### src/rtl/jk_seq_pkg.sv
// Shared types and JK excitation codes for the JK sequence driver.
// Latency: none (declarations and a pure function only).
// Backpressure: not applicable.
package jk_seq_pkg;

   // Sequencer states: idle, one excitation cycle, one verification cycle, end pulse.
   typedef enum logic [1:0] {
      ST_IDLE  = 2'd0,
      ST_DRIVE = 2'd1,
      ST_CHECK = 2'd2,
      ST_DONE  = 2'd3
   } state_e;

   // Two-bit JK codes, packed as {J, K}.
   localparam logic [1:0] JK_HOLD = 2'b00;
   localparam logic [1:0] JK_CLR  = 2'b01;
   localparam logic [1:0] JK_SET  = 2'b10;
   localparam logic [1:0] JK_TGL  = 2'b11;

   // Pick the JK code that moves one flop from q to t.
   // The toggle style flips any differing bit with J=K=1; the
   // set/clear style never uses the toggle code, so a bit whose Q is
   // stale or unknown still lands on the target value.
   function automatic logic [1:0] jk_code(input logic q, input logic t, input logic use_toggle);
      logic [1:0] code;
      code = JK_HOLD;
      if (q != t) begin
         if (use_toggle) begin
            code = JK_TGL;
         end else if (t) begin
            code = JK_SET;
         end else begin
            code = JK_CLR;
         end
      end
      return code;
   endfunction

endpackage

### src/rtl/jk_excite.sv
// Per-bit JK excitation that moves a register bank from q_i to t_i.
// Latency: purely combinational, zero cycles.
// Backpressure: none; the outputs always follow the inputs.
module jk_excite
   import jk_seq_pkg::*;
#(
   parameter int WIDTH      = 4,
   parameter int USE_TOGGLE = 0
) (
   input  logic [WIDTH-1:0] q_i,
   input  logic [WIDTH-1:0] t_i,
   output logic [WIDTH-1:0] j_o,
   output logic [WIDTH-1:0] k_o
);

   localparam logic TOGGLE_STYLE = (USE_TOGGLE != 0);

   // Split each bit's {J,K} code onto the two excitation buses.
   always_comb begin
      logic [1:0] code;
      code = JK_HOLD;
      j_o  = '0;
      k_o  = '0;
      for (int b = 0; b < WIDTH; b++) begin
         code   = jk_code(q_i[b], t_i[b], TOGGLE_STYLE);
         j_o[b] = code[1];
         k_o[b] = code[0];
      end
   end

endmodule

### src/rtl/jk_sequence_driver.sv
// Steps an external JK flip-flop bank through a stored list of target states.
// Latency: 2 cycles per step (DRIVE then CHECK); N-step run gives done 2N cycles after start.
// Backpressure: none; start and load_en are ignored while a run is busy.
module jk_sequence_driver
   import jk_seq_pkg::*;
#(
   parameter int WIDTH      = 4,
   parameter int DEPTH      = 8,
   parameter int AW         = 3,
   parameter int USE_TOGGLE = 0
) (
   input  logic             clk,
   input  logic             rst,
   input  logic             load_en,
   input  logic [AW-1:0]    load_addr,
   input  logic [WIDTH-1:0] load_data,
   input  logic [AW-1:0]    last_addr,
   input  logic             loop,
   input  logic             start,
   input  logic             abort,
   input  logic [WIDTH-1:0] q_in,
   output logic [WIDTH-1:0] j_out,
   output logic [WIDTH-1:0] k_out,
   output logic             step_valid,
   output logic [AW-1:0]    step_idx,
   output logic             busy,
   output logic             done,
   output logic             mismatch,
   output logic [AW-1:0]    err_idx
);

   // ------------------------------------------------------------------
   // State
   // ------------------------------------------------------------------
   state_e           state_q, state_d;
   logic [AW-1:0]    idx_q, idx_d;
   logic [AW-1:0]    last_q, last_d;
   logic             loop_q, loop_d;
   logic             mismatch_q, mismatch_d;
   logic [AW-1:0]    err_idx_q, err_idx_d;

   // Target memory; deliberately not reset so a program survives rst.
   logic [WIDTH-1:0] mem_q [DEPTH];

   // ------------------------------------------------------------------
   // Decode helpers
   // ------------------------------------------------------------------
   logic [WIDTH-1:0] target;
   logic [WIDTH-1:0] j_exc;
   logic [WIDTH-1:0] k_exc;
   logic             start_ok;
   logic             load_ok;
   logic             at_last;
   logic             step_fail;

   assign target    = mem_q[idx_q];
   // abort beats start in IDLE, so a coincident pair never launches a run.
   assign start_ok  = (state_q == ST_IDLE) && start && !abort;
   assign load_ok   = load_en && ((state_q == ST_IDLE) || (state_q == ST_DONE));
   assign at_last   = (idx_q == last_q);
   assign step_fail = (q_in != target);

   jk_excite #(
      .WIDTH      (WIDTH),
      .USE_TOGGLE (USE_TOGGLE)
   ) u_excite (
      .q_i (q_in),
      .t_i (target),
      .j_o (j_exc),
      .k_o (k_exc)
   );

   // ------------------------------------------------------------------
   // FSM
   // ------------------------------------------------------------------

   // State register; reset overrides everything, including an active run.
   always_ff @(posedge clk) begin
      if (rst) begin
         state_q <= ST_IDLE;
      end else begin
         state_q <= state_d;
      end
   end

   // Next-state: one DRIVE/CHECK pair per step, abort exits without a done pulse.
   always_comb begin
      state_d = state_q;
      unique case (state_q)
         ST_IDLE: begin
            if (start_ok) begin
               state_d = ST_DRIVE;
            end
         end
         ST_DRIVE: begin
            state_d = abort ? ST_IDLE : ST_CHECK;
         end
         ST_CHECK: begin
            if (abort) begin
               state_d = ST_IDLE;
            end else if (at_last && !loop_q) begin
               state_d = ST_DONE;
            end else begin
               state_d = ST_DRIVE;
            end
         end
         ST_DONE: begin
            state_d = ST_IDLE;
         end
         default: begin
            state_d = ST_IDLE;
         end
      endcase
   end

   // Outputs: excitation is live only in DRIVE so the bank holds otherwise.
   always_comb begin
      j_out      = '0;
      k_out      = '0;
      step_valid = 1'b0;
      busy       = 1'b0;
      done       = 1'b0;
      unique case (state_q)
         ST_DRIVE: begin
            j_out      = j_exc;
            k_out      = k_exc;
            step_valid = 1'b1;
            busy       = 1'b1;
         end
         ST_CHECK: begin
            busy = 1'b1;
         end
         ST_DONE: begin
            done = 1'b1;
         end
         default: begin
            busy = 1'b0;
         end
      endcase
   end

   assign step_idx = idx_q;
   assign mismatch = mismatch_q;
   assign err_idx  = err_idx_q;

   // ------------------------------------------------------------------
   // Run context: step index, captured bounds, sticky error record
   // ------------------------------------------------------------------

   // Next values for the index, captured run parameters and error record.
   always_comb begin
      idx_d      = idx_q;
      last_d     = last_q;
      loop_d     = loop_q;
      mismatch_d = mismatch_q;
      err_idx_d  = err_idx_q;

      if (start_ok) begin
         idx_d      = '0;
         last_d     = last_addr;
         loop_d     = loop;
         mismatch_d = 1'b0;
         err_idx_d  = '0;
      end

      if (state_q == ST_CHECK) begin
         // Only the first failing step is remembered.
         if (step_fail && !mismatch_q) begin
            mismatch_d = 1'b1;
            err_idx_d  = idx_q;
         end
         if (!abort) begin
            if (!at_last) begin
               idx_d = idx_q + AW'(1);
            end else if (loop_q) begin
               idx_d = '0;
            end
         end
      end
   end

   // Run-context registers with synchronous reset.
   always_ff @(posedge clk) begin
      if (rst) begin
         idx_q      <= '0;
         last_q     <= '0;
         loop_q     <= 1'b0;
         mismatch_q <= 1'b0;
         err_idx_q  <= '0;
      end else begin
         idx_q      <= idx_d;
         last_q     <= last_d;
         loop_q     <= loop_d;
         mismatch_q <= mismatch_d;
         err_idx_q  <= err_idx_d;
      end
   end

   // Target memory write port; a write in the start cycle lands before step 0 reads it.
   always_ff @(posedge clk) begin
      if (!rst && load_ok) begin
         mem_q[load_addr] <= load_data;
      end
   end

endmodule

### config.mk
export PLATFORM = sky130hd
export DESIGN_NAME = jk_sequence_driver
export DESIGN_NICKNAME = d
export VERILOG_FILES = /design/src/rtl/jk_seq_pkg.sv /design/src/rtl/jk_excite.sv /design/src/rtl/jk_sequence_driver.sv
export SDC_FILE = /design/constraint.sdc
export NUM_CORES = 1
export LEC_CHECK = 0
export CORE_ASPECT_RATIO = 0.5
export CORE_MARGIN = 2
export CORE_UTILIZATION = 49
export CTS_BUF_LIST = sky130_fd_sc_hd__clkbuf_4 sky130_fd_sc_hd__clkbuf_8
export CTS_CLUSTER_DIAMETER = 60
export CTS_CLUSTER_SIZE = 12
export DETAILED_ROUTE_END_ITERATION = 8
export PLACE_DENSITY_LB_ADDON = 0.08
export SYNTH_ARGS = -nofsm -noshare
export SYNTH_HDL_FRONTEND = slang
export SYNTH_SLANG_ARGS = --single-unit
### constraint.sdc
create_clock -name clk -period 2.24 [get_ports clk]
set_clock_uncertainty 0.05 [all_clocks]
set_input_delay 0.672 -clock clk [delete_from_list [all_inputs] [get_ports clk]]
set_output_delay 0.672 -clock clk [all_outputs]
set_load 0.01 [all_outputs]
== Word-level counts from Yosys, hierarchy flattened ==
Memories as Yosys holds them, arrays and structs flattened. A register that Yosys moved wholly into a read port is not among the register bits.
Index checks and enable logic that the tools add are counted.
Storage, ports and cells
  output and inout port bits: 18
  bits of input ports: 20
  memories kept: 1
  register bits: 13
  RAM bits: 32
Operators by class
  equal/unequal tests: 10
  mux-type cells: 32
  add/subtract/negate cells: 1
  reductions and logical operators: 13
Memory list
  mem_q: words 8, width 4, read ports 1, clocked after Yosys merged registers in 1, write ports 1, RTL line jk_sequence_driver.sv:43  | logic [WIDTH-1:0] mem_q [DEPTH];
Operator list (count)
  3-bit 2-to-1 mux: 9
  2-bit 2-to-1 mux: 12
  1-bit 2-to-1 mux: 8
  4-bit 2-to-1 mux: 2
  2-bit case mux with 4 select lines: 1
  1-bit logical AND: 6
  2-bit equality test (second input constant): 2
  1-bit zero test: 4
  1-bit inequality test: 4
  4-bit inequality test: 1
  3-bit by 1-bit adder with 3-bit output (second input constant): 1
  3-bit equality test: 1
  2-bit by 1-bit equality test with 1-bit output (second input constant): 1
  2-bit zero test: 1
  2-bit inequality test (second input constant): 1
  2-bit OR reduction: 1
  1-bit logical OR: 1

== Longest topological paths before layout ==
Gate-level depths: netlist of run 1.
  depth in word-level cells: 9
  gate-level depth with buffers: 10
  depth with buffers taken out: 9

== Hierarchy ==
From an unflattened synthesis of run 1, not the netlist that was laid out.
Second synthesis, totals
  cell total of the unflattened synthesis: 169
  area total of the unflattened synthesis: 2239.6 sq um
By module, submodules not included
  jk_sequence_driver: cells each 161, instances 1, area an instance 2169.6 sq um, sequential area each 1221.2 sq um
  jk_excite: cells each 8, instances 1, area an instance 70.1 sq um, sequential area each 0.0 sq um

== Worst setup path after synthesis of run 1 ==
OpenSTA, ideal clock, no wires.
  kind: reg-to-output
  start: register, netlist name step_idx[0]
  end: output port j_out[0]
  setup slack: -0.180 ns
  data required time: 1.518 ns
  buffers on the path: 1
  arrival time: 1.698 ns
  cell stages (with the launch flop): 8
  path through: dfxtp_1 > buf_6 > mux4_1 > nand2_1 > and2_4 > inv_2 > ha_1 > and2_1
RTL lines
  end: declaration: RTL line jk_sequence_driver.sv:22  | output logic [WIDTH-1:0] j_out,

==> results of run 1 <==
[worst register-to-register path: cells and delay by family, from the launching register on]
kind,cells,cell delay [ns]
simple gates,5,0.66
mux,1,0.50
flops,1,0.40
fa+ha+maj,1,0.25
buf+inv,2,0.14
compound gates,1,0.06
[per-stage QoR]
step	total power (W)	worst slack, ns	utilization, %
after floorplan	0.00101	-0.00813	-
after CTS	0.00175	-0.458	68.8
final	0.00174	-0.455	69.4
after global placement	0.00111	-0.489	63.9
after global routing	0.00180	-0.531	69.4
after detailed placement	0.00112	-0.512	63.9
[routing by layer]
metal | global-route usage [%] | up-vias | share of wire (%)
met5 | 0 | - | 0
met4 | 4.79 | 0 | 0.94
met3 | 5.47 | 6 | 4.5
met2 | 31.7 | 29 | 47
met1 | 23.6 | 713 | 48
li1 | - | 722 | -
[flip-flops by register name (all words and copies together), names as in the netlist]
| name | count |
|---|---|
| mem_q | 32 |
| step_idx | 3 |
| last_q | 3 |
| err_idx | 3 |
| loop_q | 1 |
| mismatch | 1 |
| state_q | 2 |
[synth_stat cells, drive strengths merged]
cell / number / area [sq um]
clkbuf: 2 / 17.5
mux4: 8 / 206
dfxtp: 13 / 260
nand2b: 5 / 31.3
o21a: 1 / 7.51
a21oi: 4 / 20.0
inv: 13 / 48.8
ha: 14 / 175
and3b: 1 / 8.76
o21ai: 2 / 10.0
and2: 13 / 88.8
buf: 2 / 16.3
o211ai: 1 / 7.51
nor2: 12 / 45.0
or4b: 1 / 10.0
mux2i: 5 / 50.1
nand3: 6 / 30.0
nand3b: 2 / 15.0
nand4b: 1 / 8.76
nor3: 4 / 20.0
a211oi: 1 / 7.51
nor2b: 2 / 12.5
a21o: 1 / 7.51
o221a: 1 / 11.3
xnor2: 3 / 26.3
nand4: 1 / 6.26
nand2: 14 / 52.6
nand4bb: 1 / 11.3
edfxtp: 32 / 961
[how the worst max path moves through the flow]
stage | start | end | slack, ns | cells after the start
after global placement | step_idx[0] | j_out[3] | -0.49 | 7
after detailed placement | step_idx[0] | j_out[3] | -0.51 | 7
after global routing | step_idx[0] | j_out[3] | -0.53 | 8
after CTS | step_idx[0] | j_out[3] | -0.46 | 8
after floorplan | step_idx[0] | j_out[0] | -0.008 | 7
final | step_idx[0] | j_out[0] | -0.45 | 8
[report_power, final]
| part | switching (W) | leakage [nW] | internal [W] | total [W] |
|---|---|---|---|---|
| logic | 0.0000887 | 0.708 | 0.000104 | 0.000192 |
| registers | 0.00000625 | 0.395 | 0.000902 | 0.000908 |
| clock network | 0.000299 | 0.0591 | 0.000340 | 0.000639 |
| total | 0.000394 | 1.16 | 0.00135 | 0.00174 |
[cell type report]
class | instances | area (sq um) | area share (%)
flip-flops and latches | 45 | 1230 | 40.7
multi-input cells | 104 | 946 | 31.4
repair buffers | 64 | 604 | 20.1
well taps | 57 | 71.3 | 2.37
clock buffers | 5 | 68.8 | 2.28
inverters | 13 | 48.8 | 1.62
clock inverters | 3 | 47.5 | 1.58
[kinds of logic after synthesis]
group,count (synthesis),share of synthesized area [%]
DFF,45,56.2
xor gates and xnor gates,3,1.21
muxes,13,11.8
buffers and inverters,17,3.80
AOI/OAI and AO/OA,11,3.28
and+or+nand+nor,63,15.7
adders and majority gates,14,8.06
[what timing repair did]
item                                    in CTS  in global routing
resized for setup                           51                  6
pin swaps                                    3                  7
buffers inserted                             6                  1
endpoints found under the setup margin      14                 12
==> impl_metrics.csv, run 1 <==
group,metric,value,unit
timing,timing_max_transition_violations_final,0,
drt,wirelength,4250,um
timing,setup_violations,8,
floorplanning,die-area,5020,sq um
job,timing.max_cap.violations,0,
floorplanning,floorplan.core_area,4340,sq um
setup_path,critPathLaunchType,"flop",
timing,totalNegativeSetupSlack,-3.27,ns
finish,antenna_cells_inserted,0,
yosys,proportion_of_synthesized_chip_area_in_sequential_cells,56.2,%
placement,dp.cells,276,
timing,slack_of_the_critical_path,-0.455,ns
setup_path,worst-r2r-setup-slack,0.07,ns
yosys,ys_ff_latch,45,
drt,post_drt_via_cell_ratio,5.05,
setup_path,critical-path-top-delay-family,"multiplexers",
global_route,initial_antenna_violation_count,0,
drt,drt_pre_antenna_iters,4,
outcome,result_of_the_run,"finished with violations",
timing,worst_slew_margin_rel,80.6,%
finish,area_delta_synth_final,38.6,%
global_route,gr-total-overflow,0,
finish,design_area,3010,sq um
setup_path,r2r_start,"step_idx[0]",
yosys,yosysWarnings,0,
global_route,via_count_of_the_first_global_routing_pass,1453,
yosys,synth.avg_cell_area,13.1,sq um
timing,finalWorstPathRequiredPeriod,2.69,ns
placement,dp_hpwl,3180,um
setup_path,crit_type,"reg2out",
worst_hold_path,hold_class,"reg2reg",
setup_path,reg2regPathDepth,10,
pwr,cellLeakagePower,1.16,nW
finish,commonest_cells_after_routing_fill_and_taps_aside,"32 x edfxtp_1, 27 x clkdlybuf4s50_1, 22 x buf_4",
drt,drtAntennaViolNets,0,
placement,port_buffers,37,
yosys,netlist_instances,166,
clock_tree,cts_buffer_depth,2,
drt,routed_wire_length_per_instance,14.6,um
worst_hold_path,hold_end,"err_idx[1]",
drt,post-route-drc-count,0,
floorplanning,initial_utilization,50.1,%
finish,final.fill_count,316,
timing,hold_slack,0.433,ns
finish,final_common_cell,"edfxtp_1",
setup_path,slowest_delay,0.49,ns
setup_path,reg2reg_to,"err_idx[2]",
floorplanning,floorplan.die.width,98.2,um
finish,nets,267,
pwr,vdd_ir_drop_max,0.534,mV
setup_path,cp_slowest_cell,"mux4_2",
setup_path,worst_ep_arrival_time,1.97,ns
setup_path,worst_setup_path_end_kind,"primary output",
pwr,power_density,577,nW/um^2
setup_path,path_max_fanout,5,
timing,period_share,120,%
clock_tree,cts-buffers-inserted,5,
setup_path,path_cells,"buf_6 -> mux4_2 -> nand2_1 -> and2_4 -> inv_2 -> ha_4 -> and2_4 -> buf_6",
setup_path,crit_buf_inv,3,
clock_tree,ctsRootBufferMaster,"clkbuf_8",
placement,placedInstanceArea,2770,sq um
floorplanning,num_io_pins,38,
timing,count_of_final_hold_check_violations,0,
clock_tree,htree_levels,2,
drt,detailroute.via_count,1470,
global_route,grt_first_pass_wirelength,6940,um
clock_tree,cts_hold_repair.buffers,0,
timing,fmaxAchievable,0.371,GHz
yosys,synthDistinctLibCells,34,
yosys,synth_fp_nets,200,
clock_tree,clock_sink_count,45,
worst_hold_path,min_delay_path_depth,2,
clock_tree,clkSlewWorstSetupHoldPaths,0.09,ns
yosys,synth.cell_area,2170,sq um
finish,drive_above_1_share,33.8,%
placement,place.gp.congestion,0.778,
outcome,violated_checks,"setup timing",
worst_hold_path,min_from,"err_idx[1]",
floorplanning,row_count,17,
timing,grt_setup_unrepaired,"true",
global_route,globalRouteTotalUtil,18.5,%
global_route,grt_start_max_net_pins,17,
clock_tree,worstSkewPairLatency,0.30,ns
finish,layoutNonFillerInstCount,291,
drt,drtIter0Drc,58,
floorplanning,chipHeight,51.1,um
setup_path,required,1.52,ns
clock_tree,tritoncts_clock_tree,"built",
timing,max_slew.worst_pin.slew,0.290,ns
Note: power is estimated with default switching activity, not from simulation.
==> inputs of run 2 (changes only) <==
CORE_UTILIZATION = 38   (was 49)
==> run 2 against run 1 <==
  * Hold slack worse by 0.0083 ns
  * Global-route usage is 2.8 points lower
  * Die area is 27% higher
  * Sequential power hardly changed
  * Critical endpoint is now j_out[2]
  * Non-clock buffer count is 1 higher
  * The run still ends with setup timing left
  * Critical path type unchanged
  * Cell area is 0.50% higher
  * Clock power is 5.6% lower
  * Sequential cell count stayed put
==> impl_metrics.csv, run 2 (same netlist as run 1, synthesis figures left out) <==
group,metric,value,unit
outcome,result_of_the_run,"finished with violations",
outcome,violated_checks,"setup timing",
clock_tree,tritoncts_clock_tree,"built",
worst_hold_path,min_delay_path_depth,2,
timing,finalWorstPathRequiredPeriod,2.73,ns
placement,port_buffers,37,
worst_hold_path,hold_class,"reg2reg",
global_route,via_count_of_the_first_global_routing_pass,1515,
setup_path,slowest_delay,0.51,ns
placement,dp.cells,295,
setup_path,required,1.52,ns
floorplanning,chipHeight,57.5,um
pwr,sum_of_internal_switching_and_leakage_power,0.00171,W
floorplanning,row_count,19,
finish,multiInputGateArea,960,sq um
clock_tree,cts_hold_repair.buffers,0,
clock_tree,htree_levels,2,
timing,max_slew.worst_pin.slew,0.268,ns
floorplanning,initial_utilization,39.6,%
finish,nets,268,
timing,worst_slew_margin_rel,82.1,%
finish,area_delta_synth_final,39.3,%
finish,antenna_cells_inserted,0,
finish,final.fill_count,466,
setup_path,worst_ep_arrival_time,2.01,ns
setup_path,critical-path-top-delay-family,"multiplexers",
floorplanning,num_io_pins,38,
drt,wirelength,4590,um
worst_hold_path,min_from,"err_idx[1]",
setup_path,reg2regPathDepth,10,
global_route,grt_start_max_net_pins,15,
global_route,grt_first_pass_wirelength,7520,um
floorplanning,floorplan.core_area,5490,sq um
drt,routed_wire_length_per_instance,14.9,um
setup_path,cp_slowest_cell,"mux4_2",
clock_tree,clock_sink_count,45,
floorplanning,die-area,6380,sq um
setup_path,critPathLaunchType,"flop",
finish,max_reg_flops,32,
placement,place.gp.congestion,0.716,
drt,drt_pre_antenna_iters,4,
drt,post_drt_via_cell_ratio,4.80,
timing,setup_violations,9,
timing,fmaxAchievable,0.366,GHz
timing,timing_max_transition_violations_final,0,
global_route,globalRouteTotalUtil,15.7,%
finish,max_flop_register,"mem_q",
setup_path,worst_setup_path_end_kind,"primary output",
pwr,vdd_ir_drop_max,0.249,mV
pwr,cellLeakagePower,1.16,nW
setup_path,crit_type,"reg2out",
drt,drtIter0Drc,41,
setup_path,path_max_fanout,5,
clock_tree,worstSkewPairLatency,0.29,ns
setup_path,r2r_start,"step_idx[0]",
global_route,gr-total-overflow,0,
global_route,initial_antenna_violation_count,0,
setup_path,crit_cells,8,
clock_tree,cts-buffers-inserted,5,
job,timing.max_cap.violations,0,
timing,period_share,122,%
clock_tree,ctsRootBufferMaster,"clkbuf_8",
finish,register_area,1230,sq um
clock_tree,cts_buffer_depth,2,
timing,count_of_final_hold_check_violations,0,
timing,grt_setup_unrepaired,"true",
pwr,power_density,565,nW/um^2
setup_path,crit_buf_inv,3,
drt,post-route-drc-count,0,
drt,detailroute.via_count,1474,
finish,drive_above_1_share,33.8,%
placement,dp_hpwl,3450,um
finish,commonest_cells_after_routing_fill_and_taps_aside,"32 x edfxtp_1, 27 x clkdlybuf4s50_1, 25 x buf_4",
finish,layoutNonFillerInstCount,307,
timing,slack_of_the_critical_path,-0.492,ns
finish,final_common_cell,"edfxtp_1",
setup_path,path_cells,"buf_6 -> mux4_2 -> nand2_1 -> and2_4 -> inv_2 -> ha_4 -> and2_4 -> buf_6",
clock_tree,clkSlewWorstSetupHoldPaths,0.08,ns
floorplanning,floorplan.die.width,111,um
drt,drtAntennaViolNets,0,
setup_path,worst_setup_path_startpoint,"step_idx[0]",
## run 2: cell count changes in the layout (fill, tap and decap cells not counted), moves of 2 or more
| cell | change |
|---|---|
| nand2_1 | -2 |
| buf_6 | -4 |
| buf_2 | +2 |
| nand2_2 | +2 |
| buf_4 | +3 |
## run 2: timing repair
item	CTS	global route
endpoints found under the setup margin	17	12
resized for setup	45	10
buffers inserted	5	0
pin swaps	7	8
## run 2: cell type report
cell class,count,area share (%)
repair buffers,65,19.5
inverters,13,1.69
multi-input cells,104,31.7
clock inverters,2,1.28
flip-flops and latches,45,40.5
clock buffers,5,2.27
well taps,73,3.02
## run 2: worst register-to-register path, delay by kind of cell (launching register included)
| family | cells | cell delay [ns] |
|---|---|---|
| buf+inv | 2 | 0.18 |
| mux | 1 | 0.52 |
| compound gates | 1 | 0.13 |
| fa+ha+maj | 1 | 0.25 |
| simple gates | 5 | 0.66 |
| flops | 1 | 0.40 |
## run 2: metal layers
layer	global-route usage [%]	wire length, um
met5	0	0
met4	3.93	39
met3	5.42	270
met2	26.7	2140
met1	19.6	2140
## run 2: path summary, 6_finish.rpt
path	end	slack [ns]
max	j_out[2]	-0.49
max reg2reg	err_idx[0]	-0.01
min reg2reg	err_idx[1]	0.42
min	err_idx[1]	0.42
## run 2: where the power goes
part | leakage, nW | internal, W | total, W | switching (W)
Clock | 0.0546 | 0.000330 | 0.000603 | 0.000273
Combinational | 0.714 | 0.000106 | 0.000198 | 0.0000922
Sequential | 0.395 | 0.000903 | 0.000909 | 0.00000628
## run 2: stage by stage
| stage | TNS, ns | utilization, % | area, sq um | hold WS [ns] | setup slack (ns) |
|---|---|---|---|---|---|
| floorplan | -0.0123 | - | 2210 | 0.404 | -0.00813 |
| global placement | -10.44 | 51.3 | 2820 | 0.411 | -0.509 |
| detailed placement | -10.43 | 51.3 | 2820 | 0.415 | -0.537 |
| CTS | -3.51 | 54.5 | 2990 | 0.426 | -0.495 |
| global route | -4.52 | 55.1 | 3030 | 0.448 | -0.576 |
| finish | -3.38 | 55.1 | 3030 | 0.425 | -0.492 |
